--- config.mk ---
export PLATFORM = sky130hd
export DESIGN_NAME = updown_mod_counter
export DESIGN_NICKNAME = d
export VERILOG_FILES = /design/src/rtl/updown_mod_counter_pkg.sv /design/src/rtl/updown_mod_counter.sv
export SDC_FILE = /design/constraint.sdc
export NUM_CORES = 1
export LEC_CHECK = 0
export CORE_AREA = 2 2 39 41
export CTS_BUF_LIST = sky130_fd_sc_hd__clkbuf_16
export CTS_CLUSTER_DIAMETER = 40
export DETAILED_ROUTE_END_ITERATION = 8
export DIE_AREA = 0 0 41 43
export PLACE_DENSITY = 0.64
export SKIP_LAST_GASP = 1
export SYNTH_ARGS = -nofsm -noshare
export SYNTH_HDL_FRONTEND = slang
export SYNTH_SLANG_ARGS = --single-unit
export TNS_END_PERCENT = 10
--- constraint.sdc ---
create_clock -name input_CLK -period 5.1 [get_ports input_CLK]
set_clock_uncertainty 0.15 [all_clocks]
set_input_delay 1.02 -clock input_CLK [delete_from_list [all_inputs] [get_ports input_CLK]]
set_output_delay 1.02 -clock input_CLK [all_outputs]
set_load 0.01 [all_outputs]
--- src/rtl/updown_mod_counter_pkg.sv ---
// Shared definitions for the up/down modulo-N counter: direction, mode and
// saturation FSM state encodings.
package updown_mod_counter_pkg;

   localparam logic DIR_UP   = 1'b1;
   localparam logic DIR_DOWN = 1'b0;

   localparam int unsigned MODE_WRAP = 0;
   localparam int unsigned MODE_SAT  = 1;

   typedef enum logic {
      COUNTING      = 1'b0,
      HELD_AT_LIMIT = 1'b1
   } state_e;

endpackage

--- src/rtl/updown_mod_counter.sv ---
// Parametrised up/down modulo-N counter with clear, checked parallel load, wrap or
// saturate mode, registered boundary/load-error pulses and a cascade terminal count.
module updown_mod_counter
   import updown_mod_counter_pkg::*;
#(
   parameter int unsigned WIDTH    = 4,
   parameter int unsigned MODULUS  = 16,
   parameter int unsigned SATURATE = 0
) (
   input  logic             input_CLK,
   input  logic             input_RSTN,
   input  logic             input_ENA,
   input  logic             input_DIR,
   input  logic             input_CLR,
   input  logic             input_LOAD,
   input  logic [WIDTH-1:0] input_D,
   output logic [WIDTH-1:0] output_Y,
   output logic             overflow,
   output logic             underflow,
   output logic             output_TC,
   output logic             output_LDERR
);

   if (WIDTH < 1 || WIDTH > 16) begin : g_bad_width
      $error("updown_mod_counter: WIDTH must be in 1..16");
   end
   if (MODULUS < 2 || MODULUS > (32'd1 << WIDTH)) begin : g_bad_modulus
      $error("updown_mod_counter: MODULUS must be in 2..2**WIDTH");
   end

   localparam logic [WIDTH-1:0] MaxVal = WIDTH'(MODULUS - 1);
   localparam logic             SatEn  = (SATURATE == MODE_SAT);

   logic [WIDTH-1:0] y_q, y_d;
   logic             ovf_q, ovf_d;
   logic             unf_q, unf_d;
   logic             lderr_q, lderr_d;
   state_e           state_q, state_d;
   logic             held_dir_q, held_dir_d;

   logic [WIDTH:0]   y_inc, y_dec;
   logic             at_max, at_zero;
   logic             up_lim, down_lim;
   logic             toward_lim;
   logic             d_legal;

   always_comb begin
      y_inc   = {1'b0, y_q} + (WIDTH+1)'(1);
      y_dec   = {1'b0, y_q} - (WIDTH+1)'(1);
      at_max  = (y_q == MaxVal);
      at_zero = (y_q == '0);
      // Carry/borrow only fire on the all-ones/zero boundary, so they agree with
      // the explicit comparators (carry matters only when MODULUS == 2**WIDTH).
      up_lim     = at_max | y_inc[WIDTH];
      down_lim   = at_zero | y_dec[WIDTH];
      toward_lim = (input_DIR == DIR_UP) ? up_lim : down_lim;
      d_legal    = (32'(input_D) < MODULUS);
   end

   always_comb begin
      y_d        = y_q;
      ovf_d      = 1'b0;
      unf_d      = 1'b0;
      lderr_d    = 1'b0;
      state_d    = state_q;
      held_dir_d = held_dir_q;

      if (input_CLR) begin
         y_d     = '0;
         state_d = COUNTING;
      end else if (input_LOAD) begin
         if (d_legal) begin
            y_d     = input_D;
            state_d = COUNTING;
         end else begin
            lderr_d = 1'b1;
         end
      end else if (input_ENA) begin
         if (SatEn && state_q == HELD_AT_LIMIT && input_DIR == held_dir_q) begin
            // Pinned at the limit: keep re-pulsing the flag for every push.
            ovf_d = (input_DIR == DIR_UP);
            unf_d = (input_DIR == DIR_DOWN);
         end else if (toward_lim) begin
            ovf_d = (input_DIR == DIR_UP);
            unf_d = (input_DIR == DIR_DOWN);
            if (SatEn) begin
               state_d    = HELD_AT_LIMIT;
               held_dir_d = input_DIR;
            end else begin
               y_d = (input_DIR == DIR_UP) ? '0 : MaxVal;
            end
         end else begin
            y_d     = (input_DIR == DIR_UP) ? y_inc[WIDTH-1:0] : y_dec[WIDTH-1:0];
            state_d = COUNTING;
         end
      end
   end

   always_ff @(posedge input_CLK or negedge input_RSTN) begin
      if (!input_RSTN) begin
         y_q        <= '0;
         ovf_q      <= 1'b0;
         unf_q      <= 1'b0;
         lderr_q    <= 1'b0;
         state_q    <= COUNTING;
         held_dir_q <= DIR_UP;
      end else begin
         y_q        <= y_d;
         ovf_q      <= ovf_d;
         unf_q      <= unf_d;
         lderr_q    <= lderr_d;
         state_q    <= state_d;
         held_dir_q <= held_dir_d;
      end
   end

   always_comb begin
      output_Y     = y_q;
      overflow     = ovf_q;
      underflow    = unf_q;
      output_LDERR = lderr_q;
      output_TC    = input_ENA & ~input_CLR & ~input_LOAD &
                     (((input_DIR == DIR_UP) & at_max) | ((input_DIR == DIR_DOWN) & at_zero));
   end

endmodule

==> impl_metrics.toml, run 1 <==
[clock_network]
clock_latency_ns = 0.23
ctsResizeCount = 0
clkTransAtPathRegs_ns = 0.03
cts_tree = "built"
ctsHoldBuffers = 0
cts_setup_buffers = 0
cts_root_buf = "clkbuf_16"
cts_buffer_depth = 2
cts_buffers = 3
clock-sinks = 6
h-tree-depth = 1

[cells_and_area]
diodes = 0
drive_above_1_share_pct = 11.5
final_area_um2 = 709
final_nets = 92
syn_to_final_growth_pct = 46.1

[placement]
preCtsSetupSlack_ns = 1.24
gp_congestion = 0.740
dp_hpwl_um = 796
placed_area_um2 = 634
numPortBuffers = 16

[route]
wire_per_inst_um = 11.5
drtAntennaViolNets = 0
drc = 0
drt_iter0_markers = 9
vias = 490
drt_first_pass_iters = 5
wirelength_um = 1080
viasPerCell = 5.21

[logic_synthesis]
yosys_register_bits = 6
yosys_warnings = 0
synthCells = 63
async_flop_share_pct = 100
synth.cell_area_um2 = 485
synth-edff-count = 0
yosysTopAreaCell = "dfrtp_1"
synth_area_leaders = "dfrtp_1 (31%), a21oi_1 (8.2%), o21ai_0 (8.2%)"
synthTopCellsByCount = "a21oi_1 (8), o21ai_0 (8), dfrtp_1 (6), nand2_1 (6)"
netlist.area_leader.share_pct = 30.9
synth.distinct_cells = 27
synth_ff_type = "dfrtp_1"
synth_nets = 75
avgSynthCellArea_um2 = 7.71
ys_seq_area_share_pct = 30.9

[critical_path]
critPathCaptureType = "output pin"
cp.arrival_ns = 2.68
criticalPathCategory = "in2out"
cp-start-kind = "input pin"
worstPathRequired_ns = 3.93
r2r-start = "output_Y[0]"
crit_start = "input_DIR"
critPathMaxFanout = 10

[pwr]
leakagePower_nw = 0.291
powerDensity_mw_per_mm2 = 317
ir_drop_v = 0.000181
finalPower_w = 0.000225

[outcome]
outcome = "completed"

[die]
die_area_mm2 = 0.00176
core_mm2 = 0.00138
num_io_pins = 18
dieHeight_um = 43
chipWidth_um = 41
row_count = 14
initial_utilization_pct = 35.1

[timing]
setup_slack_ns = 1.25
max_freq_mhz = 259
timing.hold.ws_ns = 0.580
report.final.slew_viol_count = 0
min_period_over_period_pct = 75.6
finalSetupViolations = 0
final.setup.tns_ns = 0
hold_viol_final = 0
rsz0062_at_grt = "false"
period_needed_ns = 3.85

[run]
drv_cap = 0

[min_path]
min_path_type = "reg2reg"
hold_start = "output_Y[2]"

[global_route]
track_usage_pct = 15.5
grt_pass1_vias = 438
overflow = 0
grt_max_degree = 13
antenna_found_initial = 0
grt_pass1_wl_um = 1830
==> kinds of logic (layout without fill, tap and decap cells) <==
logic type      after synthesis  count (layout)  synth area share [%]
fa+ha+maj                     2               2                  5.15
simple gates                 23              23                  26.0
other cells                   1               1                 0.772
xor+xnor                      1               1                  1.80
flops                         6               6                  30.9
buf+inv                       9              24                  10.3
compound gates               21              21                  25.0
==> cell type report <==
cell class | instances | area [um2]
tap | 16 | 20.0
fill | 134 | 674
sequential | 6 | 150
inverter | 5 | 18.8
clock buffer | 3 | 75.1
timing repair buffer | 16 | 160
multi-input combinational | 48 | 285
==> worst paths after layout <==
kind	to	slack (ns)	cells past startpoint
setup / recovery	output_TC	1.25	5
hold / removal	overflow	0.58	2
setup reg to reg	output_Y[1]	3.30	6
hold reg to reg	overflow	0.58	2
max in group asynchronous	output_Y[0]	3.69	1
min in group asynchronous	output_Y[1]	0.89	1
==> sequential cells by signal, summed over array words and instances, names as in the netlist <==
signal / count
overflow: 1
output_Y: 4
underflow: 1
==> worst max-delay path: stages <==
cell and delay [ns]:
clkdlybuf4s50_1 0.63, and2_2 0.22, nand3_1 0.09, a21oi_1 0.17, clkdlybuf4s50_1 0.55
==> report_power, final <==
| group | switching (W) | internal [W] |
|---|---|---|
| registers | 0.00000756 | 0.0000507 |
| clock network | 0.0000254 | 0.000101 |
| logic | 0.0000185 | 0.0000223 |
| total | 0.0000514 | 0.000174 |
==> placed cells by master, fill, tap and decap left out <==
master           Yosys  layout
clkbuf_16            0       3
a21oi_1              8       8
and3_2               1       1
nand3_1              1       1
o31ai_1              1       1
or3b_4               1       1
clkdlybuf4s50_1      0      16
o221ai_1             1       1
and2_2               1       1
inv_1                5       5
and4_2               1       1
nor4_1               1       1
nand3b_1             1       1
o21ai_0              8       8
and2b_2              1       1
dfrtp_1              6       6
nor2b_1              1       1
nor3_1               3       3
xor2_1               1       1
ha_1                 2       2
conb_1               1       1
nor2_1               5       5
a21oi_2              1       1
a221oi_1             1       1
nand2_1              6       6
a211oi_1             1       1
==> stage by stage <==
stage / std cells / util, %
5_1_grt: 94 / 51.3
3_5_place_dp: 91 / 45.8
6_report: 94 / 51.3
4_1_cts: 94 / 51.3
3_3_place_gp: 91 / 45.8
2_1_floorplan: 63 / -
==> per-layer routing <==
metal  wire (um)  vias up  GRT usage (%)
li1            -      250              -
met1         468      224           19.7
met5           0        -              0
met3          48        2           6.28
met2         549       14           22.5
met4          10        0           6.00
(Power assumes the default switching activity.)
==> run 2: changes to the inputs <==
==> constraint.sdc (replaced) <==
create_clock -name input_CLK -period 3.6 [get_ports input_CLK]
set_clock_uncertainty 0.15 [all_clocks]
set_input_delay 0.72 -clock input_CLK [delete_from_list [all_inputs] [get_ports input_CLK]]
set_output_delay 0.72 -clock input_CLK [all_outputs]
set_load 0.01 [all_outputs]
==> run 2 against run 1 <==
Compared with the run above: final cell count did not move; clock power grew 44%; sequential power grew 42%; routed wire length about the same; combinational power increased by 42%; sequential cell count unchanged; count of clock-buffer cells in the layout did not move; critical endpoint unchanged; highest routed layer unchanged.
==> impl_metrics.toml, run 2 (synthesis gave the netlist of run 1 again) <==
[critical_path]
crit_start = "input_DIR"
r2r_end = "output_Y[2]"
r2r-start = "output_Y[0]"
r2r_cells = 6
endpoint = "output_TC"
cp.arrival_ns = 2.38
criticalPathCategory = "in2out"
reg2reg_slack_ns = 1.78
critPathCaptureType = "output pin"
cp-start-kind = "input pin"
critPathMaxFanout = 10
worstPathRequired_ns = 2.73

[timing]
period_needed_ns = 3.25
max_freq_mhz = 307
rsz0062_at_grt = "false"
setup_slack_ns = 0.347
min_period_over_period_pct = 90.4
hold_viol_final = 0
final.setup.tns_ns = 0
report.final.slew_viol_count = 0
finalSetupViolations = 0

[cells_and_area]
drive_above_1_share_pct = 11.5
utilization_pct = 51.3
diodes = 0
largest_reg_flops = 4
layout_common_cells = "clkdlybuf4s50_1 (16), a21oi_1 (8), o21ai_0 (8)"
syn_to_final_growth_pct = 46.1
fillCellCount = 141
final_nets = 92
mostFrequentLayoutCell = "clkdlybuf4s50_1"

[placement]
dp_hpwl_um = 796
preCtsSetupSlack_ns = 0.356
numPortBuffers = 16
gp_congestion = 0.741

[route]
viasPerCell = 5.15
drc = 0
vias = 484
drtAntennaViolNets = 0
wire_per_inst_um = 11.4
drt_iter0_markers = 5
drt_first_pass_iters = 4
wirelength_um = 1080

[global_route]
track_usage_pct = 15.3
overflow = 0
grt_pass1_vias = 400
grt_pass1_wl_um = 1740
grt_max_degree = 13
antenna_found_initial = 0

[clock_network]
cts_buffer_depth = 2
clock-sinks = 6
cts_root_buf = "clkbuf_16"
cts_setup_buffers = 0
clock_latency_ns = 0.23
clkTransAtPathRegs_ns = 0.03
cts_tree = "built"
h-tree-depth = 1
ctsResizeCount = 0
ctsHoldBuffers = 0
cts_buffers = 3

[outcome]
outcome = "completed"

[pwr]
leakagePower_nw = 0.291
ir_drop_v = 0.000237
powerDensity_mw_per_mm2 = 453

[die]
chipWidth_um = 41
dieHeight_um = 43
num_io_pins = 18
row_count = 14
initial_utilization_pct = 35.1
die_area_mm2 = 0.00176
core_mm2 = 0.00138

[min_path]
min_path_type = "in2async"

[run]
drv_cap = 0
-- run 2: cell counts in the layout (fill, tap and decap cells not counted) --
Identical to the previous run, type by type.
-- run 2: report_power, final --
part	internal, W	switching [W]	total (W)
sequential	0.0000718	0.0000109	0.0000828
clock	0.000143	0.0000384	0.000181
combinational	0.0000316	0.0000260	0.0000576
total	0.000246	0.0000754	0.000321
-- run 2: critical path: stages --
cell and delay [ns]:
clkdlybuf4s50_1 0.63, and2_2 0.22, nand3_1 0.09, a21oi_1 0.17
clkdlybuf4s50_1 0.54
-- run 2: layout make-up --
class,instances,area (um2),area share (%)
inverters,5,18.8,2.65
well taps,16,20.0,2.82
flip-flops and latches,6,150,21.2
multi-input cells,48,285,40.2
repair buffers,16,160,22.6
clock buffers,3,75.1,10.6
-- run 2: per-stage QoR --
| step | instances | instance area, um2 | total power (W) | hold slack (ns) |
|---|---|---|---|---|
| finish | 94 | 709 | 0.000321 | 0.584 |
| global route | 94 | 709 | 0.000338 | 0.609 |
| CTS | 94 | 709 | 0.000325 | 0.582 |
| detailed placement | 91 | 634 | 0.000141 | 0.578 |
| global placement | 91 | 634 | 0.000141 | 0.581 |
| floorplan | 63 | 485 | 0.000116 | 0.274 |
-- run 2: metal layers --
layer	up-vias	GRT usage, %	share of wire [%]
li1	250	-	-
met1	223	19.4	46
met2	9	21.3	49
met3	2	7.85	4.0
met4	0	6.00	1.2
met5	-	0	0
-- run 2: worst min path at each step --
stage	startpoint	slack (ns)	endpoint	cells past startpoint
floorplan	input_RSTN	0.27	output_Y[0]	0
global placement	output_Y[2]	0.58	overflow	2
detailed placement	output_Y[2]	0.58	overflow	2
CTS	output_Y[2]	0.58	overflow	2
global route	input_RSTN	0.61	output_Y[3]	1
finish	input_RSTN	0.58	output_Y[3]	1
==> run 3: changes to the inputs <==
--- a/config.mk
+++ b/config.mk
@@ -10,7 +10,7 @@
 export CTS_CLUSTER_DIAMETER = 40
 export DETAILED_ROUTE_END_ITERATION = 8
 export DIE_AREA = 0 0 41 43
-export PLACE_DENSITY = 0.64
+export PLACE_DENSITY = 0.75
 export SKIP_LAST_GASP = 1
 export SYNTH_ARGS = -nofsm -noshare
 export SYNTH_HDL_FRONTEND = slang
==> run 3 against run 2 <==
Compared with the run above: combinational power rose by 1%; first-iteration DRC count rose to 3.4 times the previous value; critical path type unchanged; global-route usage rose by 0.19 points; final cell count did not move; sequential cell count did not move; count of clock-buffer cells in the layout did not move; register-to-register slack got worse by 0.02 ns; utilization did not move; die area did not move.
==> impl_metrics.toml, run 3 (synthesis gave the netlist of run 1 again) <==
[global_route]
grt_pass1_vias = 391
grt_pass1_wl_um = 1770
antenna_found_initial = 0
grt_max_degree = 13
track_usage_pct = 15.5
overflow = 0

[critical_path]
criticalPathCategory = "in2out"
reg2reg_slack_ns = 1.76
cp.arrival_ns = 2.39
critPathCaptureType = "output pin"
crit_buf_inv = 2
slowest_stage = "clkdlybuf4s50_1"
cp_cell_sequence = "clkdlybuf4s50_1 > and2_2 > nand3_1 > a21oi_1 > clkdlybuf4s50_1"
max_stage_delay_ns = 0.63
cp-start-kind = "input pin"
critPathMaxFanout = 10
crit_top_cell = "clkdlybuf4s50_1"
critPathTopFamily = "buffers and inverters"
worstPathRequired_ns = 2.73

[route]
drc = 0
vias = 499
drt_iter0_markers = 17
viasPerCell = 5.31
drtAntennaViolNets = 0
met2WireLength_um = 501
routed.top_layer = "met4"
wl_met1_um = 500
drt_first_pass_iters = 4
wl_met3_um = 87
wirelength_um = 1100
wire_per_inst_um = 11.7

[timing]
hold_viol_final = 0
min_period_over_period_pct = 90.4
report.final.slew_viol_count = 0
period_needed_ns = 3.26
rsz0062_at_grt = "false"
max_freq_mhz = 307
finalSetupViolations = 0
timing.hold.ws_ns = 0.585
final.setup.tns_ns = 0

[clock_network]
clock_latency_ns = 0.22
ctsHoldBuffers = 0
cts_root_buf = "clkbuf_16"
h-tree-depth = 1
clock-sinks = 6
cts_tree = "built"
cts_buffers = 3
cts_buffer_depth = 2
cts_setup_buffers = 0
ctsResizeCount = 0
clkTransAtPathRegs_ns = 0.03

[cells_and_area]
multi_input_area_um2 = 285
syn_to_final_growth_pct = 46.1
layout_common_cells = "clkdlybuf4s50_1 (16), a21oi_1 (8), o21ai_0 (8)"
drive_above_1_share_pct = 11.5
mostFrequentLayoutCell = "clkdlybuf4s50_1"
diodes = 0
seqCellArea_um2 = 150
fillCellCount = 141
final_nets = 92
largest_reg_flops = 4

[placement]
numPortBuffers = 16
gp_congestion = 0.793
dp_hpwl_um = 817

[die]
row_count = 14
num_io_pins = 18
initial_utilization_pct = 35.1
dieHeight_um = 43
die_area_mm2 = 0.00176
core_mm2 = 0.00138
chipWidth_um = 41

[outcome]
outcome = "completed"

[pwr]
leakagePower_nw = 0.291
powerDensity_mw_per_mm2 = 446
ir_drop_v = 0.000276

[min_path]
min_path_type = "in2async"

[run]
drv_cap = 0
[run 3: area by class of cell]
class,count,area share [%]
Inverter,5,2.65
Tap cell,16,2.82
Multi-Input combinational cell,48,40.2
Timing Repair Buffer,16,22.6
Clock buffer,3,10.6
Sequential cell,6,21.2
[run 3: routing by layer]
metal,vias to the layer above,global-route usage (%)
met5,-,0
met4,0,6.00
met3,2,7.85
met2,21,20.3
met1,226,21.0
li1,250,-
[run 3: path summary, 6_finish.rpt]
kind,start,to,cells past startpoint
min,input_RSTN,output_Y[3],1
max,input_DIR,output_TC,5
max in group asynchronous,input_RSTN,output_Y[2],1
min reg2reg,output_Y[2],overflow,2
max reg2reg,output_Y[0],output_Y[0],6
min in group input_CLK,output_Y[2],overflow,2
[run 3: power breakdown]
part / switching [W] / internal, W / total, W / leakage (nW)
Sequential: 0.0000110 / 0.0000718 / 0.0000829 / 0.0798
Clock: 0.0000335 / 0.000142 / 0.000176 / 0.0370
Combinational: 0.0000265 / 0.0000317 / 0.0000582 / 0.175
Total: 0.0000710 / 0.000246 / 0.000317 / 0.291
[run 3: per-stage QoR]
step	power [W]	area, um2	utilization (%)	setup slack, ns	instances
after floorplan	0.000116	485	-	1.43	63
after global placement	0.000140	634	45.8	0.384	91
after detailed placement	0.000141	634	45.8	0.369	91
after CTS	0.000319	709	51.3	0.364	94
after global routing	0.000334	709	51.3	0.291	94
final	0.000317	709	51.3	0.344	94
